===== src/rtl/pipe_pal_ingress.sv =====
`default_nettype none
// +-----------------------------------------------------------------+
// | pipe_pal_ingress : address-tagging valid/ready ingress FIFO     |
// | Revision 1.0                                                    |
// +-----------------------------------------------------------------+
module pipe_pal_ingress #(
  parameter int W_DATA = 32,
  parameter int W_ADDR = 16,
  parameter int DEPTH  = 4
) (
  input  logic                      i_clk,
  input  logic                      resetn,
  input  logic                      i_flush,
  input  logic [W_ADDR-1:0]         i_base_addr,
  input  logic                      i_valid,
  output logic                      o_ready,
  input  logic [W_DATA-1:0]         i_data,
  input  logic                      i_last,
  output logic                      o_valid,
  input  logic                      i_ready,
  output logic [W_DATA-1:0]         o_data,
  output logic [W_ADDR-1:0]         o_addr,
  output logic                      o_last,
  output logic [$clog2(DEPTH):0]    o_count
);

  localparam int c_PTR_W = $clog2(DEPTH);
  localparam int c_CNT_W = c_PTR_W + 1;
  localparam int c_ENT_W = W_DATA + W_ADDR + 1;
  localparam logic [c_CNT_W-1:0] c_FULL = c_CNT_W'(DEPTH);

  typedef enum logic [0:0] {
    ST_IDLE  = 1'b0,
    ST_FRAME = 1'b1
  } state_t;

  state_t               r_state;
  state_t               w_state_nxt;
  logic [W_ADDR-1:0]    r_last_addr;
  logic [W_ADDR-1:0]    w_tag;
  logic [c_PTR_W-1:0]   r_wr_ptr;
  logic [c_PTR_W-1:0]   r_rd_ptr;
  logic [c_CNT_W-1:0]   r_count;
  logic [c_ENT_W-1:0]   r_mem [DEPTH];
  logic [c_ENT_W-1:0]   w_head;
  logic                 w_push;
  logic                 w_pop;

  // Handshakes decode only from the registered count.
  assign o_ready = (r_count != c_FULL);
  assign o_valid = (r_count != '0);
  assign w_push  = i_valid & o_ready;
  assign w_pop   = o_valid & i_ready;
  assign o_count = r_count;

  always_comb begin
    w_state_nxt = r_state;
    w_tag       = i_base_addr;
    case (r_state)
      ST_IDLE: begin
        w_tag = i_base_addr;
        if (w_push && !i_last) w_state_nxt = ST_FRAME;
      end
      ST_FRAME: begin
        w_tag = r_last_addr + 1'b1;
        if (w_push && i_last) w_state_nxt = ST_IDLE;
      end
    endcase
  end

  always_ff @(posedge i_clk or negedge resetn) begin
    if (!resetn) begin
      r_state     <= ST_IDLE;
      r_last_addr <= '0;
    end else if (i_flush) begin
      r_state     <= ST_IDLE;
    end else begin
      r_state <= w_state_nxt;
      if (w_push) r_last_addr <= w_tag;
    end
  end

  always_ff @(posedge i_clk or negedge resetn) begin
    if (!resetn) begin
      r_wr_ptr <= '0;
      r_rd_ptr <= '0;
      r_count  <= '0;
    end else if (i_flush) begin
      r_wr_ptr <= '0;
      r_rd_ptr <= '0;
      r_count  <= '0;
    end else begin
      if (w_push) r_wr_ptr <= r_wr_ptr + 1'b1;
      if (w_pop)  r_rd_ptr <= r_rd_ptr + 1'b1;
      case ({w_push, w_pop})
        2'b10:   r_count <= r_count + 1'b1;
        2'b01:   r_count <= r_count - 1'b1;
        default: r_count <= r_count;
      endcase
    end
  end

  // Storage is intentionally left out of reset.
  always_ff @(posedge i_clk) begin
    if (w_push && !i_flush) r_mem[r_wr_ptr] <= {i_data, w_tag, i_last};
  end

  assign w_head = r_mem[r_rd_ptr];
  assign {o_data, o_addr, o_last} = w_head;

endmodule
`default_nettype wire


===== config.mk =====
export PLATFORM = sky130hd
export DESIGN_NAME = pipe_pal_ingress
export DESIGN_NICKNAME = d
export VERILOG_FILES = /design/src/rtl/pipe_pal_ingress.sv
export SDC_FILE = /design/constraint.sdc
export NUM_CORES = 1
export LEC_CHECK = 0
export CAP_MARGIN = 20
export CORE_MARGIN = 2
export CORE_UTILIZATION = 40
export CTS_BUF_LIST = sky130_fd_sc_hd__clkbuf_4 sky130_fd_sc_hd__clkbuf_8 sky130_fd_sc_hd__clkbuf_16
export DETAILED_ROUTE_END_ITERATION = 6
export PLACE_DENSITY = 0.6
export SYNTH_ARGS = -nofsm -noshare
export SYNTH_HDL_FRONTEND = slang
export SYNTH_SLANG_ARGS = --single-unit
export TNS_END_PERCENT = 5

===== constraint.sdc =====
create_clock -name i_clk -period 8.12 [get_ports i_clk]
set_clock_uncertainty 0.1 [all_clocks]
set_input_delay 1.624 -clock i_clk [delete_from_list [all_inputs] [get_ports i_clk]]
set_output_delay 1.624 -clock i_clk [all_outputs]
set_load 0.03 [all_outputs]

==> impl_metrics.toml, run 1 <==
[status]
status = "finished, final reports clean"

[setup_path]
r2r-start = "o_count[2]"
rr_worst_depth = 4
crit_chain = "buf_16, mux4_2, clkdlybuf4s50_1"
r2r_end = "r_mem[0][25]"
critPathMaxFanout = 38
end_kind = "output port"
worstSetupPathType = "reg -> out"
cp-start-kind = "flop"
crit_path_max_incr_delay_ps = 630
critPathArrivalTime_ps = 2700
worst_ep_required_time_ps = 6400
path_delay_family = "buffers and inverters"
reg2reg_slack_ps = 5630
critPathBufInv = 2
cpMaxStageDelayCell = "dfrtp_4"

[clock_network]
clockBufferDepth = 3
cts_resized = 0
cts_made_buffers = 23
clock_sinks = 220
post_cts_buffers = 0
cts_tree = "built"
clk_latency_ps = 500
htreeDepth = 1
ctsHoldBuffers = 0
path_clk_slew_ps = 60
root_buffer = "clkbuf_16"

[grt]
grt_overflow = 0
grt_use_total = 0.151
grt_pass1_wl_um = 27800
grt_max_degree = 52
antenna_found_initial = 0
grt_pass1_vias = 4986

[placement]
port_buffers = 107
place_hpwl_um = 10700
routabilityCongestion = 0.756

[timing]
slew_headroom = 0.481
worst_pin_slew_ps = 779
max_freq_mhz = 226
maxSlewViolCount = 0
setup_violations = 0
period_needed_ps = 4420
finalHoldViolCount = 0
rsz0062_at_grt = "false"
fin_crit_sh = 0.545
setup_tns_ps = 0

[cells_and_area]
fillers = 1794
antenna_cells = 0
area.growth.synth_to_final_pct = 23.8
multi_input_area_um2 = 2260
drive_gt1_frac = 0.199
regArea_um2 = 6490
nets = 640

[hold_path]
holdPathStages = 2
holdCritStartpoint = "r_wr_ptr[1]"
hold_class = "reg -> reg"
hold_end = "r_wr_ptr[1]"

[floorplan]
io_pins = 108
core.rowCount = 54
die_x_um = 153
core_um2 = 21800
chipHeight_um = 153
start_util = 0.407
dieArea_um2 = 23400

[power_and_ir_drop]
p_leak_uw = 0.00358
cellPowerDensity_nw_per_um2 = 317
vdd_drop_max_mv = 0.192
p_total_uw = 3490

[synth]
synth_top_cells_by_count = "edfxtp_1, mux4_2, dfrtp_1"
synthesis.nets = 527
synth_area_um2 = 8890
synth_ff_type = "edfxtp_1"
async_flop_share = 0.109
yosysSeqAreaShare = 0.730
yosysMostFrequentCell = "edfxtp_1"
synth_area_leaders = "edfxtp_1, mux4_2, dfrtp_1, a21oi_1, xor2_1"
synth_cell_types = 56
synth_area_per_cell_um2 = 19.0
synthCells = 467
synth_top_area_cell = "edfxtp_1"
synth_edf_count = 196
yosys.area.top_type_share = 0.662
yosysWarnings = 0
ys_seq_elements = 220

[routing]
dr_total_vias = 4665
post_drt_wl_per_cell_um = 20.0
postRouteWirelength_um = 17500
drt-vias-per-instance = 5.32
drc = 0
firstDrtPassIters = 4
ant_nets = 0
drt_first_iter_violations = 258

[run]
max_cap_violations = 0
[flip-flops by register name, indices dropped and copies added (netlist names)]
name         count
r_last_addr     16
r_wr_ptr         2
r_rd_ptr         2
r_state          1
r_mem          196
o_count          3
[final cells by class]
class | instances | area share
multi-input combinational | 213 | 0.206
clock buffer | 33 | 0.0591
inverter | 7 | 0.00239
clock inverter | 9 | 0.00659
sequential | 220 | 0.590
timing repair buffer | 115 | 0.105
tap | 280 | 0.0318
[how the worst max path moves through the flow]
| stage | from | endpoint | slack (ps) | cells after the start |
|---|---|---|---|---|
| 6_report | r_rd_ptr[0] | o_addr[0] | 3700 | 3 |
| 3_5_place_dp | i_valid | r_mem[0][22] | 3790 | 4 |
| 5_1_grt | r_rd_ptr[0] | o_addr[0] | 3580 | 3 |
| 3_3_place_gp | i_valid | r_mem[0][18] | 3850 | 4 |
| 2_1_floorplan | i_valid | r_mem[0][0] | 4310 | 3 |
| 4_1_cts | r_rd_ptr[0] | o_addr[4] | 3370 | 2 |
[per-layer routing]
layer / up-vias / part of all wire / GRT usage
li1: 2121 / - / -
met1: 2395 / 0.46 / 0.217
met2: 127 / 0.47 / 0.239
met3: 22 / 0.054 / 0.0281
met4: 0 / 0.018 / 0.0423
met5: - / 0 / 0
[per-stage QoR]
step | util | cells | hold slack [ps] | cell area (um^2) | worst slack [ps]
2_1_floorplan | - | 467 | 430 | 8890 | 4310
3_3_place_gp | 0.470 | 834 | 465 | 10300 | 3850
3_5_place_dp | 0.470 | 834 | 483 | 10300 | 3790
4_1_cts | 0.503 | 876 | 491 | 11000 | 3370
5_1_grt | 0.504 | 877 | 521 | 11000 | 3580
6_report | 0.504 | 877 | 481 | 11000 | 3700
[where the power goes]
group	switching [uW]	internal, uW	total [uW]
combinational	555	471	1030
sequential	111	1360	1470
clock	399	591	990
total	1070	2430	3490
[cells by family after synthesis]
kind of cell | share of synthesized area
AOI/OAI and AO/OA | 0.0366
xor gates and xnor gates | 0.0148
adders and majority gates | 0.00929
buffers and inverters | 0.0162
DFF | 0.730
muxes | 0.135
and+or+nand+nor | 0.0580
[worst min-delay path, stage by stage, from the launching register on]
cell and delay [ps]:
dfrtp_1 410, nand2_1 70, a21oi_1 60
[cell usage in the layout, fill, tap and decap left out, types with 9 or more instances in the layout]
cell	instances
clkbuf_4	10
a21oi_1	18
mux4_2	49
nand2_1	15
dfrtp_1	22
nor2_1	20
xor2_1	9
edfxtp_1	196
clkbuf_16	23
clkdlybuf4s50_1	107
Note: power is estimated with default switching activity, not from simulation.
==> run 2, diff against run 1 <==
==> constraint.sdc (replaced) <==
create_clock -name i_clk -period 4.3 [get_ports i_clk]
set_clock_uncertainty 0.1 [all_clocks]
set_input_delay 0.86 -clock i_clk [delete_from_list [all_inputs] [get_ports i_clk]]
set_output_delay 0.86 -clock i_clk [all_outputs]
set_load 0.03 [all_outputs]
==> run 2 against run 1 <==
Sequential power increased by 93%. Register-to-register slack got worse by 3600 ps. Non-clock buffer count rose by 2. Global-route usage increased by 0.33 points. Critical path depth is the same. Utilization increased by 0.34 points. Largest cell class unchanged.
==> impl_metrics.toml, run 2 (synthesis gave the netlist of run 1 again) <==
[power_and_ir_drop]
vdd_drop_max_mv = 0.297
p_total_uw = 6620
cellPowerDensity_nw_per_um2 = 597
p_leak_uw = 0.00360

[cells_and_area]
nets = 642
fillers = 1764
drive_gt1_frac = 0.204
area.growth.synth_to_final_pct = 24.7
largest_reg_flops = 196
final_cell_mix = "edfxtp_1, clkdlybuf4s50_1, mux4_2"
final_common_cell = "edfxtp_1"
regMostFlops = "r_mem"
antenna_cells = 0

[grt]
grt_pass1_vias = 4951
grt_max_degree = 52
grt_use_total = 0.155
antenna_found_initial = 0
grt_overflow = 0
grt_pass1_wl_um = 28300

[setup_path]
critPathLaunch = "r_rd_ptr[0]"
critPathMaxFanout = 29
end_kind = "output port"
r2r-start = "o_count[1]"
critPathArrivalTime_ps = 2740
cp-start-kind = "flop"
worst_ep_required_time_ps = 3340
crit_path_max_incr_delay_ps = 840
cpMaxStageDelayCell = "dfrtp_4"
reg2reg_slack_ps = 2080
worstSetupPathType = "reg -> out"
crit_chain = "buf_12, mux4_2, clkdlybuf4s50_1"

[routing]
firstDrtPassIters = 4
drt-vias-per-instance = 5.29
ant_nets = 0
drc = 0
post_drt_wl_per_cell_um = 20.3
postRouteWirelength_um = 17800
dr_total_vias = 4643
drt_first_iter_violations = 312

[timing]
period_needed_ps = 3700
max_freq_mhz = 271
setup_violations = 0
maxSlewViolCount = 0
slew_headroom = 0.484
setup_tns_ps = 0
fin_crit_sh = 0.860
rsz0062_at_grt = "false"
worst_pin_slew_ps = 765
finalHoldViolCount = 0

[clock_network]
post_cts_buffers = 0
clock_sinks = 220
cts_resized = 0
path_clk_slew_ps = 50
cts_tree = "built"
root_buffer = "clkbuf_16"
clk_latency_ps = 490
clockBufferDepth = 3
htreeDepth = 1
cts_made_buffers = 23
ctsHoldBuffers = 0

[floorplan]
core_um2 = 21800
core.rowCount = 54
start_util = 0.407
die_x_um = 153
dieArea_um2 = 23400
io_pins = 108
chipHeight_um = 153

[hold_path]
holdCritStartpoint = "r_wr_ptr[1]"
hold_class = "reg -> reg"

[status]
status = "finished, final reports clean"

[placement]
place_hpwl_um = 11500
routabilityCongestion = 0.799
port_buffers = 107

[run]
max_cap_violations = 0
==> run 2: critical path, delay by kind of cell (launching register included) <==
family	cells	cell delay (ps)
buf+inv	2	860
flops	1	840
mux	1	530
==> run 2: power breakdown <==
part | internal, uW | leakage [uW] | total, uW | switching [uW]
logic | 905 | 0.00117 | 1920 | 1020
clock network | 1140 | 0.000367 | 1870 | 731
registers | 2570 | 0.00206 | 2830 | 256
total | 4610 | 0.00360 | 6620 | 2000
==> run 2: worst paths after layout <==
kind                                        end  cells after the start
worst max-delay path                  o_addr[2]                      3
worst min-delay path                r_wr_ptr[1]                      2
worst max register to register       o_count[2]                      6
worst min register to register      r_wr_ptr[1]                      2
max in group asynchronous           r_rd_ptr[0]                      2
min in group asynchronous       r_last_addr[15]                      2
==> run 2: final cells by class <==
type	count	area (um^2)	area share
Clock buffer	34	671	0.0605
Clock inverter	6	56.3	0.00508
Inverter	7	26.3	0.00237
Multi-Input combinational cell	213	2260	0.204
Sequential cell	220	6490	0.586
Tap cell	280	350	0.0316
Timing Repair Buffer	117	1220	0.110
==> run 2: through the flow <==
| stage | setup slack (ps) | cell area [um^2] | hold WS [ps] | utilization | std cells |
|---|---|---|---|---|---|
| 3_3_place_gp | 1060 | 10400 | 458 | 0.474 | 837 |
| 5_1_grt | 458 | 11100 | 505 | 0.508 | 877 |
| 2_1_floorplan | 1250 | 8890 | 430 | - | 467 |
| 6_report | 604 | 11100 | 470 | 0.508 | 877 |
| 4_1_cts | 535 | 11100 | 473 | 0.508 | 877 |
| 3_5_place_dp | 1050 | 10400 | 465 | 0.474 | 837 |
==> run 2: per-layer routing <==
layer,GRT usage,up-vias,wire length (um)
met3,0.0309,24,826
met1,0.219,2370,8260
met4,0.0353,0,247
met2,0.250,123,8470
met5,0,-,0
li1,-,2126,-
==> run 3, diff against run 2 <==
--- a/config.mk
+++ b/config.mk
@@ -7,10 +7,10 @@
 export LEC_CHECK = 0
 export CAP_MARGIN = 20
 export CORE_MARGIN = 2
-export CORE_UTILIZATION = 40
+export CORE_UTILIZATION = 45
 export CTS_BUF_LIST = sky130_fd_sc_hd__clkbuf_4 sky130_fd_sc_hd__clkbuf_8 sky130_fd_sc_hd__clkbuf_16
 export DETAILED_ROUTE_END_ITERATION = 6
-export PLACE_DENSITY = 0.6
+export PLACE_DENSITY = 0.66
 export SYNTH_ARGS = -nofsm -noshare
 export SYNTH_HDL_FRONTEND = slang
 export SYNTH_SLANG_ARGS = --single-unit
==> constraint.sdc (replaced) <==
create_clock -name i_clk -period 3.8 [get_ports i_clk]
set_clock_uncertainty 0.1 [all_clocks]
set_input_delay 0.76 -clock i_clk [delete_from_list [all_inputs] [get_ports i_clk]]
set_output_delay 0.76 -clock i_clk [all_outputs]
set_load 0.03 [all_outputs]
==> run 3 against run 2 <==
Cell area shrank 0.15%. Non-clock buffer count shrank 1. Global-route usage grew 1.3 points. Sequential power grew 11%. Worst hold slack lost 110 ps. Highest routed layer unchanged. Critical path depth is the same. Routed wire length shrank 2.9%. Utilization grew 6.3 points. Register-to-register slack lost 480 ps. Clock-buffer cell count shrank 3. Combinational power grew 15%. Total power grew 14%.
==> impl_metrics.toml, run 3 (synthesis gave the netlist of run 1 again) <==
[status]
status = "finished, final reports clean"

[grt]
grt_pass1_wl_um = 26800
grt_pass1_vias = 4915
grt_max_degree = 52
antenna_found_initial = 0
grt_use_total = 0.168
grt_overflow = 0

[floorplan]
chipHeight_um = 145
core.rowCount = 51
io_pins = 108
die_x_um = 145
dieArea_um2 = 20900
start_util = 0.458
core_um2 = 19400

[placement]
dpl.cell_count = 821
routabilityCongestion = 0.822
place_hpwl_um = 11000
port_buffers = 107

[power_and_ir_drop]
cellPowerDensity_nw_per_um2 = 680
vdd_drop_max_mv = 0.428
power_switching_uw = 2280
seq_power_share = 0.419
combinationalPowerShare = 0.294
p_leak_uw = 0.00360
clockPowerShare = 0.287
p_int_uw = 5240
p_sw_frac = 0.303

[setup_path]
crit_chain = "buf_4, mux4_2, clkdlybuf4s50_1"
r2r-start = "o_count[1]"
critPathMaxFanout = 12
r2r_end = "o_count[2]"
reg2reg_slack_ps = 1600
critPathArrivalTime_ps = 2590
worst_ep_required_time_ps = 2940
cpMaxStageDelayCell = "clkdlybuf4s50_1"
worstSetupPathType = "reg -> out"
crit_path_max_incr_delay_ps = 610
end_kind = "output port"
rr_worst_depth = 6
cp-start-kind = "flop"

[clock_network]
cts_resized = 0
root_buffer = "clkbuf_16"
post_cts_buffers = 0
ctsHoldBuffers = 0
cts_made_buffers = 23
path_clk_slew_ps = 60
clock_sinks = 220
cts_tree = "built"
clk_latency_ps = 490
htreeDepth = 1
clockBufferDepth = 3

[cells_and_area]
final_common_cell = "edfxtp_1"
fillers = 1509
final_cell_mix = "edfxtp_1, clkdlybuf4s50_1, mux4_2"
nets = 641
regMostFlops = "r_mem"
area.growth.synth_to_final_pct = 24.5
drive_gt1_frac = 0.203
largest_reg_flops = 196
antenna_cells = 0
fin_cells = 862

[routing]
drc = 0
dr_total_vias = 4699
drt_first_iter_violations = 348
postRouteWirelength_um = 17300
drt-vias-per-instance = 5.45
firstDrtPassIters = 4
ant_nets = 0
post_drt_wl_per_cell_um = 20.1

[timing]
rsz0062_at_grt = "false"
max_freq_mhz = 290
fin_crit_sh = 0.908
worst_pin_slew_ps = 773
period_needed_ps = 3450
setup_violations = 0
slew_headroom = 0.484
setup_tns_ps = 0
maxSlewViolCount = 0
finalHoldViolCount = 0

[run]
max_cap_violations = 0

[hold_path]
hold_class = "in -> async"
## run 3: how the worst max path moves through the flow
stage / startpoint / end / slack, ps / depth (start not counted)
final: r_rd_ptr[0] / o_data[26] / 350 / 3
after CTS: r_rd_ptr[0] / o_data[26] / 300 / 3
after global routing: r_rd_ptr[0] / o_data[18] / 220 / 3
after global placement: i_valid / r_mem[0][41] / 770 / 4
after detailed placement: i_valid / r_mem[0][41] / 730 / 4
after floorplan: i_valid / r_mem[0][0] / 850 / 3
## run 3: metal layers
| layer | GRT usage | up-vias | wire, um |
|---|---|---|---|
| met5 | 0 | - | 0 |
| met4 | 0.0337 | 0 | 165 |
| met3 | 0.0272 | 15 | 875 |
| met2 | 0.281 | 121 | 8380 |
| met1 | 0.236 | 2437 | 7870 |
| li1 | - | 2126 | - |
## run 3: critical path, delay by kind of cell (launching register included)
kind	cells	cell delay [ps]
buffers and inverters	2	950
DFF	1	600
muxes	1	550
## run 3: layout make-up
cell class / instances / area (um^2) / area share
Tap cell: 265 / 332 / 0.0300
Clock buffer: 31 / 636 / 0.0575
Clock inverter: 10 / 101 / 0.00916
Multi-Input combinational cell: 213 / 2260 / 0.205
Timing Repair Buffer: 116 / 1210 / 0.110
Sequential cell: 220 / 6490 / 0.587
Inverter: 7 / 26.3 / 0.00238
## run 3: power groups by stage
stage | Sequential (uW) | Clock [uW] | Combinational (uW)
detailed placement | 3210 | 0 | 2230
global route | 3190 | 2300 | 2370
finish | 3150 | 2160 | 2210
floorplan | 3120 | 0 | 1500
global placement | 3190 | 0 | 2210
CTS | 3160 | 2200 | 2240
## run 3: metrics by stage
stage / setup slack [ps] / util / area [um^2] / hold WS, ps / total power (uW)
finish: 350 / 0.570 / 11100 / 361 / 7520
global route: 224 / 0.570 / 11100 / 343 / 7860
CTS: 298 / 0.570 / 11100 / 350 / 7600
detailed placement: 728 / 0.532 / 10300 / 476 / 5440
global placement: 771 / 0.532 / 10300 / 458 / 5390
floorplan: 854 / - / 8890 / 364 / 4620
